<file path="src/rtl/sipo_defs.sv">
// Shared definitions for the sipo_deser receiver: FSM state encoding and
// the ceiling-log2 helper used to size the bit counter.
package sipo_defs;

    typedef enum logic {
        IDLE  = 1'b0,
        SHIFT = 1'b1
    } state_t;

    // Smallest r with 2**r >= value; sizes a counter that holds 0..value-1.
    function automatic int clog2_f(input int value);
        int r;
        r = 0;
        for (int i = 0; i < 32; i++) begin
            if ((1 << i) < value) r = i + 1;
        end
        return r;
    endfunction

endpackage

</file>
<file path="src/rtl/sipo_shift_core.sv">
// Shift register plus bit counter. next_word is the word as it would look
// with the current serial bit included, so the parent can capture a
// finished word on the same edge that samples its last bit.
module sipo_shift_core #(
    parameter int WIDTH = 4,
    parameter int CNT_W = 2
) (
    input  logic             clk,
    input  logic             rst_n,
    input  logic             msb_first,
    input  logic             shift_en,
    input  logic             clear,
    input  logic             serial_bit,
    output logic [WIDTH-1:0] next_word,
    output logic             last_bit,
    output logic [CNT_W-1:0] bit_cnt
);

    logic [WIDTH-1:0] shreg;

    // Candidate word including the incoming bit, in the selected bit order.
    always_comb begin
        next_word = '0;
        if (msb_first) next_word = {shreg[WIDTH-2:0], serial_bit};
        else           next_word = {serial_bit, shreg[WIDTH-1:1]};
    end

    assign last_bit = (bit_cnt == CNT_W'(WIDTH - 1));

    // Accumulate bits; a finished word or a clear leaves the core empty.
    always_ff @(posedge clk or negedge rst_n) begin
        if (!rst_n) begin
            shreg   <= '0;
            bit_cnt <= '0;
        end else if (clear) begin
            shreg   <= '0;
            bit_cnt <= '0;
        end else if (shift_en) begin
            if (last_bit) begin
                shreg   <= '0;
                bit_cnt <= '0;
            end else begin
                shreg   <= next_word;
                bit_cnt <= bit_cnt + 1'b1;
            end
        end
    end

endmodule

</file>
<file path="src/rtl/sipo_deser.sv">
// Serial-in, parallel-out frame receiver. Owns the IDLE/SHIFT FSM, the
// output word register with its handshake, and the error flags.
//
// Handshake: out/out_valid form a valid/ready pair. A word transfers on
// any rising edge where out_valid=1 and out_ready=1. While out_valid=1,
// out is held stable. A word completing while out_valid=1 and
// out_ready=0 is dropped and sets the sticky overrun flag.
//
// busy is the registered FSM state (1 = SHIFT) and doubles as the state
// observation point.
module sipo_deser
    import sipo_defs::*;
#(
    parameter int   WIDTH     = 4,
    parameter bit   MSB_FIRST = 1'b1,
    localparam int  CNT_W     = clog2_f(WIDTH)
) (
    input  logic             clk,
    input  logic             reset,
    input  logic             start,
    input  logic             in_series,
    input  logic             in_valid,
    output logic [WIDTH-1:0] out,
    output logic             out_valid,
    input  logic             out_ready,
    output logic             busy,
    output logic [CNT_W-1:0] bit_cnt,
    output logic             frame_err,
    output logic             overrun
);

    state_t           state;
    logic [WIDTH-1:0] next_word;
    logic             last_bit;
    logic             in_shift;
    logic             complete;
    logic             abort;
    logic             shift_en;
    logic             clear;

    assign in_shift = (state == SHIFT);
    // Completion outranks a coincident start: the word is kept, no error.
    assign complete = in_shift && in_valid && last_bit;
    assign abort    = in_shift && start && !complete;
    // A bit arriving with an aborting start is discarded.
    assign shift_en = in_shift && in_valid && !abort;
    assign clear    = abort || (!in_shift && start);

    sipo_shift_core #(
        .WIDTH (WIDTH),
        .CNT_W (CNT_W)
    ) u_core (
        .clk        (clk),
        .rst_n      (reset),
        .msb_first  (MSB_FIRST),
        .shift_en   (shift_en),
        .clear      (clear),
        .serial_bit (in_series),
        .next_word  (next_word),
        .last_bit   (last_bit),
        .bit_cnt    (bit_cnt)
    );

    // FSM, output register/handshake and error flags.
    always_ff @(posedge clk or negedge reset) begin
        if (!reset) begin
            state     <= IDLE;
            busy      <= 1'b0;
            out       <= '0;
            out_valid <= 1'b0;
            frame_err <= 1'b0;
            overrun   <= 1'b0;
        end else begin
            frame_err <= abort;

            case (state)
                IDLE: begin
                    if (start) begin
                        state <= SHIFT;
                        busy  <= 1'b1;
                    end
                end
                SHIFT: begin
                    // start on the completion edge opens the next frame.
                    if (complete && !start) begin
                        state <= IDLE;
                        busy  <= 1'b0;
                    end
                end
                default: begin
                    state <= IDLE;
                    busy  <= 1'b0;
                end
            endcase

            if (complete) begin
                if (!out_valid || out_ready) begin
                    out       <= next_word;
                    out_valid <= 1'b1;
                end else begin
                    overrun <= 1'b1;
                end
            end else if (out_ready) begin
                out_valid <= 1'b0;
            end
        end
    end

endmodule

</file>
<file path="config.mk">
export PLATFORM = sky130hd
export DESIGN_NAME = sipo_deser
export DESIGN_NICKNAME = d
export VERILOG_FILES = /design/src/rtl/sipo_defs.sv /design/src/rtl/sipo_shift_core.sv /design/src/rtl/sipo_deser.sv
export SDC_FILE = /design/constraint.sdc
export NUM_CORES = 1
export LEC_CHECK = 0
export ABC_AREA = 1
export CORE_MARGIN = 2
export CORE_UTILIZATION = 55
export DETAILED_ROUTE_END_ITERATION = 8
export DONT_BUFFER_PORTS = 1
export PLACE_DENSITY = 0.7
export SETUP_SLACK_MARGIN = 0.15
export SLEW_MARGIN = 20
export SYNTH_ARGS = -nofsm -noshare
export SYNTH_HDL_FRONTEND = slang
export SYNTH_SLANG_ARGS = --single-unit
</file>
<file path="constraint.sdc">
create_clock -name clk -period 3.1 [get_ports clk]
set_input_delay 0.93 -clock clk [delete_from_list [all_inputs] [get_ports clk]]
set_output_delay 0.93 -clock clk [all_outputs]
set_load 0.01 [all_outputs]
</file>
==> results of run 1 <==
[layout by cell type (no fill, tap or decap), types with 2 or more instances in the layout]
cell / n
sky130_fd_sc_hd__nand2_1: 126
sky130_fd_sc_hd__nor2_1: 96
sky130_fd_sc_hd__dfrtp_1: 44
sky130_fd_sc_hd__inv_1: 43
sky130_fd_sc_hd__nand3_1: 31
sky130_fd_sc_hd__nand4_1: 14
sky130_fd_sc_hd__xor2_1: 13
sky130_fd_sc_hd__nand2_2: 7
sky130_fd_sc_hd__clkbuf_8: 5
sky130_fd_sc_hd__o21ai_0: 4
sky130_fd_sc_hd__nor2_2: 4
sky130_fd_sc_hd__inv_2: 2
sky130_fd_sc_hd__nor2_4: 2
sky130_fd_sc_hd__a21oi_1: 2
sky130_fd_sc_hd__clkinvlp_4: 2
[per-stage QoR]
| stage | power, mW | area, µm² | std cells | worst slack (ps) |
|---|---|---|---|---|
| 2_1_floorplan | 0.7156 | 2721 | 406 | 1220 |
| 3_3_place_gp | 0.7327 | 2773 | 468 | 772.9 |
| 3_5_place_dp | 0.7338 | 2773 | 468 | 712.7 |
| 4_1_cts | 1.104 | 2865 | 476 | 1034 |
| 5_1_grt | 1.144 | 2865 | 476 | 878.0 |
| 6_report | 1.092 | 2865 | 476 | 1035 |
[report_power, final]
group	internal [mW]	switching [mW]	total [mW]
Sequential	0.604	0.0365	0.640
Combinational	0.0250	0.0567	0.0817
Clock	0.160	0.211	0.370
Total	0.788	0.304	1.09
[final cells by class]
| cell class | count | area [µm²] |
|---|---|---|
| clock buffer | 5 | 68.82 |
| tap | 67 | 83.83 |
| inverter | 46 | 175.2 |
| clock inverter | 3 | 23.77 |
| multi-input combinational | 310 | 1405 |
| sequential | 44 | 1101 |
| fill | 469 | 1889 |
| timing repair buffer | 1 | 7.507 |
[sequential cells by signal (all words and copies together), names as in the netlist]
register and cells:
frame_err 1, out_valid 1, overrun 1, u_core.shreg 3
u_core.bit_cnt 32, out 4, in_shift 1, busy 1
[layer usage]
layer	up-vias	wire length (µm)	part of all wire (%)	GRT usage (%)
met5	-	0	0	0
met4	0	101	1.5	7.937
met3	11	445	6.8	7.182
met2	76	3038	46	40.08
met1	1136	3006	46	36.22
li1	1266	-	-	-
[how the worst max path moves through the flow]
stage | from | endpoint | slack, ps | depth (start not counted)
after floorplan | start | u_core.bit_cnt[7]$_DFFE_PN0P_ | 1220 | 7
after global placement | start | u_core.bit_cnt[21]$_DFFE_PN0P_ | 770 | 7
after detailed placement | start | u_core.bit_cnt[21]$_DFFE_PN0P_ | 710 | 7
after CTS | start | u_core.bit_cnt[21]$_DFFE_PN0P_ | 1030 | 8
after global routing | start | u_core.bit_cnt[21]$_DFFE_PN0P_ | 880 | 7
final | start | u_core.bit_cnt[21]$_DFFE_PN0P_ | 1030 | 7
[cell families (layout without fill, tap and decap cells)]
family,after synthesis,count (layout),share of synthesized area [%]
AND/OR/NAND/NOR,287,287,45.15
buffers and inverters,52,55,7.908
flip-flops,44,44,40.46
XOR/XNOR,13,13,4.184
AO/OA/AOI/OAI,9,9,1.839
adder cells (fa/ha/maj),1,1,0.4597
==> metrics list, run 1 <==
- The flow ran to the end, and the final reports show no timing, DRC or antenna violations.
- The later pin in the worst-skew pair is clocked with a latency of 310 ps.
- Power Density: 381.2 nW/µm²
* Chain of cells forming the critical path: inv_1, nand2_2, inv_1, nor3_4, nand4_1, nand2_1, nor2_1
* Top cells by area, synth: sky130_fd_sc_hd__dfrtp_1 40%, sky130_fd_sc_hd__nand2_1 17%, sky130_fd_sc_hd__nor2_1 13%, sky130_fd_sc_hd__inv_1 5.9%, sky130_fd_sc_hd__nand3_1 5.7%
- Cells fill 60.26% of the core in the end.
- Aggregate global-route resource usage: 26.05%
* EDFF count, synth: 0
* Post-CTS setup buffer count: 0
* Fraction of layout cells with a size suffix above 1: 6.846%
- Max FO, Critical Path: 21
- Diode insertion count for antenna repair: 0
- Before antenna repair, the detailed router went through 5 iterations.
- At the worst endpoint, the arrival time is 2280 ps.
* Number of max-slew violations in the final report: 0
- Last weighted congestion value of the routability-driven placer: 0.9245
- First-pass GRT wire length: 10740 µm
- Cell types with the highest counts after synthesis: 126 x sky130_fd_sc_hd__nand2_1, 96 x sky130_fd_sc_hd__nor2_1, 44 x sky130_fd_sc_hd__dfrtp_1
- Summed over all nets, the half-perimeter wirelength after detailed placement is 5002 µm.
- The count of nets left with antenna violations once routing finished came out at 0.
* Aggregate global routing overflow: 0
- Clock Tree Root: sky130_fd_sc_hd__clkbuf_8
* Area of the core: 4755 µm²
- Slew HR: 71.90%
* Final hold slack: 302.3 ps
- Static Leakage: 1.352 nW
- Counting every sink on the clock net gives 44.
- Worst reg2reg path endpoint: u_core.bit_cnt[18]$_DFFE_PN0P_
* Gate count after technology mapping: 406
- IR drop worst, VDD: 0.2652 mV
- Sequential elements use 40.46% of the synthesized area.
- Pin placement for this block handled 46 I/O pins.
- Detail-routed net length per standard cell: 13.85 µm
* Summed instance area of the synthesized netlist: 2721 µm²
- Level count of the clock H-tree: 2
* Required time of the worst setup path: 3310 ps
- Number of rows created at floorplan: 25
- DRC violation total after the first TritonRoute iteration: 169
- Commonest register cell after synthesis: sky130_fd_sc_hd__dfrtp_1
- For this block, the via count after detailed routing is 2489.
- Cell with the most instances after synthesis: sky130_fd_sc_hd__nand2_1
* Clock Tree Buf Depth: 2
- Nature of the critical path endpoint: flip-flop
- Unrepaired setup endpoints after global routing: false
- Post-synth top area cell: sky130_fd_sc_hd__dfrtp_1
- Class of the most critical setup path: input pin to flip-flop
- Post-DR vias/cell: 5.229
* Number of nets produced by synthesis: 413
- DRC violation count after routing: 0
- Critical path buffer and inverter count: 2
- Fin Clk Skew: 9.319 ps
- Quantity of I/O buffers inserted on ports: 0
- Library cell appearing most often on the critical path: sky130_fd_sc_hd__inv_1
- In this run the mean area of a mapped cell was 6.703 µm².
* Sum of routed wire length over all layers: 6592 µm
- Period utilization: 66.62%
* Count of warnings emitted by yosys: 0
- Cts-stage hold buffer count: 0
- Based on the critical path, the design can be clocked at up to 0.4842 GHz.
- The min-delay analysis places its worst path in the category input pin to asynchronous set/reset pin.
- Number of antenna violations at the first check in global routing: 0
- The die covers 5526 µm².
- Final hold violation count: 0
- Among cell families on the critical path, the largest total delay comes from simple AND/OR/NAND/NOR gates.
* Inserted Clock Buffers: 5
- In the synthesized netlist the async set-or-reset flop fraction comes to 100.0%.
* Delay of the slowest critical-path stage: 360 ps
- Maximum number of pins on one net before global-route repair: 45
- Seq cells post-synth: 44
* Die width: 74.34 µm
- Unique masters post-synth: 28
* Share of the synthesized area in the top cell type: 40.46%
- Slew at the pin with the worst max-slew slack: 420.0 ps
- Area growth from synthesis to final layout: 5.287%
- The worst register-to-register path has a depth of 8.
- Once the clock tree was built, the resizer swapped 0 gates to a different size.
- # Max-Cap Violations: 0
- Clock slew seen by the registers of the worst setup and hold paths: 90 ps
- For flop-to-flop paths, the worst setup slack is 1160 ps.
- CTS tree: built
- Setup tns final: 0 ps
* Number of setup violations in the final report: 0
* Post-layout nets: 415
* Critical path's slowest cell: sky130_fd_sc_hd__nand2_2
* Via count of the first global-routing pass: 2221
* Reg-to-reg critical path startpoint: u_core.bit_cnt[0]$_DFFE_PN0P_
- Min Clock Period, post-route: 2065 ps
* Initial cell density of the core: 57.24%
* Startpoint Class: input pin
- The floorplan step set the die height to 74.34 µm.
Power figures use the tool's default switching activity.
==> run 2: changes to the inputs <==
--- a/config.mk
+++ b/config.mk
@@ -10,7 +10,7 @@
 export CORE_UTILIZATION = 55
 export DETAILED_ROUTE_END_ITERATION = 8
 export DONT_BUFFER_PORTS = 1
-export PLACE_DENSITY = 0.7
+export PLACE_DENSITY = 0.73
 export SETUP_SLACK_MARGIN = 0.15
 export SLEW_MARGIN = 20
 export SYNTH_ARGS = -nofsm -noshare
==> constraint.sdc (replaced) <==
create_clock -name clk -period 1.7 [get_ports clk]
set_input_delay 0.51 -clock clk [delete_from_list [all_inputs] [get_ports clk]]
set_output_delay 0.51 -clock clk [all_outputs]
set_load 0.01 [all_outputs]
==> run 2 against run 1 <==
The run now ends with negative hold slack left. Largest cell class unchanged. Via count increased by 16%. Combinational power increased to 3.4 times the previous value. First-iteration DRC count increased by 44%. Critical path type is now flip-flop to flip-flop. Worst setup slack got worse by 940 ps. Critical path depth increased by 2. Critical endpoint is now u_core.bit_cnt[19]$_DFFE_PN0P_. Core utilization increased by 17 points. Clock skew decreased by 3.8 ps. Register-to-register slack got worse by 1100 ps.
==> metrics list, run 2 (synthesis results as in run 1) <==
- Post-layout nets: 472
- Category of cells accounting for the largest share of critical-path delay: simple AND/OR/NAND/NOR gates
* Classification of the worst-slack hold path: input pin to asynchronous set/reset pin
- For the worst setup path, the data required time is 1930 ps.
* Sequential cell area: 1105 µm²
* Die Outline Area: 5526 µm²
* Critical path's slowest cell: sky130_fd_sc_hd__dfrtp_1
* Maximum number of pins on one net before global-route repair: 45
- Startpoint Class: flip-flop
* Biggest regs: u_core.bit_cnt x32, out x4, u_core.shreg x3
- The worst register-to-register path begins at u_core.bit_cnt[7]$_DFFE_PN0P_.
- Number of vias after detailed routing: 2888
- # Max-Cap Violations: 0
* Diode insertion count for antenna repair: 0
* Leading cell types in the layout, fill and taps excluded: 117 x sky130_fd_sc_hd__nand2_1, 53 x sky130_fd_sc_hd__nor2_1, 47 x sky130_fd_sc_hd__buf_4, 41 x sky130_fd_sc_hd__dfrtp_1, 34 x sky130_fd_sc_hd__inv_1
- Worst reg2reg path endpoint: u_core.bit_cnt[19]$_DFFE_PN0P_
- Clock insertion delay at the later pin of the skew report: 300 ps
- The library cell used most frequently in the layout, excluding fill and tap cells, is sky130_fd_sc_hd__nand2_1.
* Aggregate global routing overflow: 0
- The region available for standard cell placement spans 4755 µm².
* Die width: 74.34 µm
- Global routing used 37.35% of the available met1 tracks.
- Setup repair after global routing could not meet its margin everywhere.
- Post-DR vias/cell: 5.418
- Pre-CTS WS: 59.17 ps
* Final hold slack: -101.8 ps
* DRC violation count after routing: 0
- Summed over all failing endpoints, the final setup total negative slack is 0 ps.
* Detail Route Antenna Nets: 0
- Filler instances: 354
* Chain of cells forming the critical path: buf_4, nand2_2, nor2_4, nand2_1, nor2_4, nand2_2, o21ai_1, nand2_1, nor2_1
- TritonCTS built the clock tree.
- The clock passes through at most 2 buffers.
- Number of antenna violations at the first check in global routing: 0
- Measured against its own limit, the worst slew margin works out to 78.58%.
* Area growth from synthesis to final layout: 35.13%
* Max frequency: 0.6230 GHz
* Met3 demand-to-capacity share in global routing: 5.420%
- Clock net sink count: 44
- Number of detailed-route iterations in the first pass: 5
- Max reg flops: 32
* Min Clock Period, post-route: 1605 ps
- Data arrives at the worst endpoint at 1840 ps.
* Initial cell density of the core: 57.24%
- After clock tree synthesis, the clock-pin slew on the worst setup and hold paths is 80 ps.
* Final hold violation count: 44
- During I/O placement, the number of pins put on the boundary was 46.
* Power Density: 607.3 nW/µm²
* Footprint of the multi-input gates: 1700 µm²
* Inserted Clock Buffers: 5
- Global routing consumed, over all layers together, 27.98% of the routing resources.
- At the end of routability-driven placement, the weighted congestion stood at 0.8910.
* First-pass GRT wire length: 11740 µm
- Register-to-register setup slack: 90 ps
- Sum of routed wire length over all layers: 8180 µm
- Violations in the final reports: negative hold slack
* Slew at the pin with the worst max-slew slack: 320.3 ps
* Quantity of I/O buffers inserted on ports: 0
- The run finished, with violations left.
- IR drop worst, VDD: 0.3198 mV
- Delay of the slowest critical-path stage: 420 ps
- Top Usage Layer GRT: met2
- Nature of the critical path endpoint: flip-flop
- For this design the static power due to leakage is 1.757 nW.
* Largest register by flop count: u_core.bit_cnt
- Class of the most critical setup path: flip-flop to flip-flop
* Global-route met2 utilization: 45.54%
* Fraction of layout cells with a size suffix above 1: 33.69%
- After detailed routing, the average wire length per cell comes to 15.35 µm.
* Setup WS post-layout: 94.96 ps
- The H-tree generated during clock tree synthesis spans 2 levels.
- Between clock sinks in the finished design, the worst skew comes to 5.525 ps.
- Along the worst path, the maximum fanout reaches 5.
- Clock tree synthesis selected as its root buffer the cell sky130_fd_sc_hd__clkbuf_8.
- The first routing iteration left 243 violations.
- Number of max-slew violations in the final report: 0
- Measured along the y axis, the die boundary spans 74.34 µm.
- Count of cells along the worst register-to-register path: 9
- Dividing the final minimum period by the clock period gives 94.41%.
- DP Wirelength: 5447 µm
* Critical path buffer and inverter count: 1
- Row generation in the floorplan step produced 25 rows.
- Number of setup violations in the final report: 0
- The via count of the first global-routing pass came to 2448.
==> run 2: changes by cell type in the layout (fill, tap and decap cells not counted), moves of 7 or more <==
cell / change
sky130_fd_sc_hd__buf_4: +46
sky130_fd_sc_hd__buf_6: +7
sky130_fd_sc_hd__inv_1: -9
sky130_fd_sc_hd__inv_2: +9
sky130_fd_sc_hd__nand2_1: -9
sky130_fd_sc_hd__nor2_1: -43
sky130_fd_sc_hd__nor2_2: +27
sky130_fd_sc_hd__nor2_4: +16
==> run 2: worst max-delay path by stage <==
stage	startpoint	to	slack, ps	cells past startpoint
after detailed placement	u_core.bit_cnt[2]$_DFFE_PN0P_	u_core.bit_cnt[5]$_DFFE_PN0P_	60	10
final	u_core.bit_cnt[7]$_DFFE_PN0P_	u_core.bit_cnt[19]$_DFFE_PN0P_	90	9
after global routing	u_core.bit_cnt[7]$_DFFE_PN0P_	u_core.bit_cnt[19]$_DFFE_PN0P_	40	9
after CTS	u_core.bit_cnt[1]$_DFFE_PN0P_	u_core.bit_cnt[21]$_DFFE_PN0P_	150	8
after floorplan	u_core.bit_cnt[0]$_DFFE_PN0P_	u_core.bit_cnt[3]$_DFFE_PN0P_	150	11
after global placement	u_core.bit_cnt[0]$_DFFE_PN0P_	u_core.bit_cnt[18]$_DFFE_PN0P_	80	8
==> run 2: what timing repair did <==
action                                  in CTS  in global routing
endpoints found under the setup margin      30                 41
cloned                                       0                  3
pin swaps                                    3                 39
resized for setup                            8                102
endpoints found under the hold margin       44                 44
buffers inserted                             2                 11
==> run 2: final cells by class <==
class / instances / share of cell area (%)
clock buffer: 6 / 1.973
timing repair buffer: 55 / 12.28
tap: 67 / 2.280
timing repair inverter: 3 / 1.191
sequential: 44 / 30.04
clock inverter: 2 / 0.9527
multi-input combinational: 310 / 46.24
inverter: 46 / 5.036
==> run 2: layer usage <==
| layer | share of wire (%) | routed length (µm) |
|---|---|---|
| met1 | 40 | 3306 |
| met2 | 48 | 3959 |
| met4 | 3.6 | 294 |
| met5 | 0 | 0 |
| met3 | 7.6 | 621 |
==> run 2: through the flow <==
stage | hold slack, ps | power (mW) | cell area [µm²] | util [%] | cells
2_1_floorplan | 214.4 | 1.306 | 2724 | - | 406
3_3_place_gp | 215.5 | 1.361 | 3095 | 65.11 | 509
3_5_place_dp | 215.4 | 1.365 | 3095 | 65.11 | 509
4_1_cts | -104.9 | 2.156 | 3241 | 68.16 | 519
5_1_grt | -119.0 | 2.327 | 3677 | 77.34 | 533
6_report | -101.8 | 2.233 | 3677 | 77.34 | 533
==> run 2: power by group <==
part	internal [mW]	total (mW)	switching [mW]
Combinational	0.101	0.276	0.175
Clock	0.436	0.797	0.361
Sequential	1.10	1.16	0.0591
Total	1.64	2.23	0.595
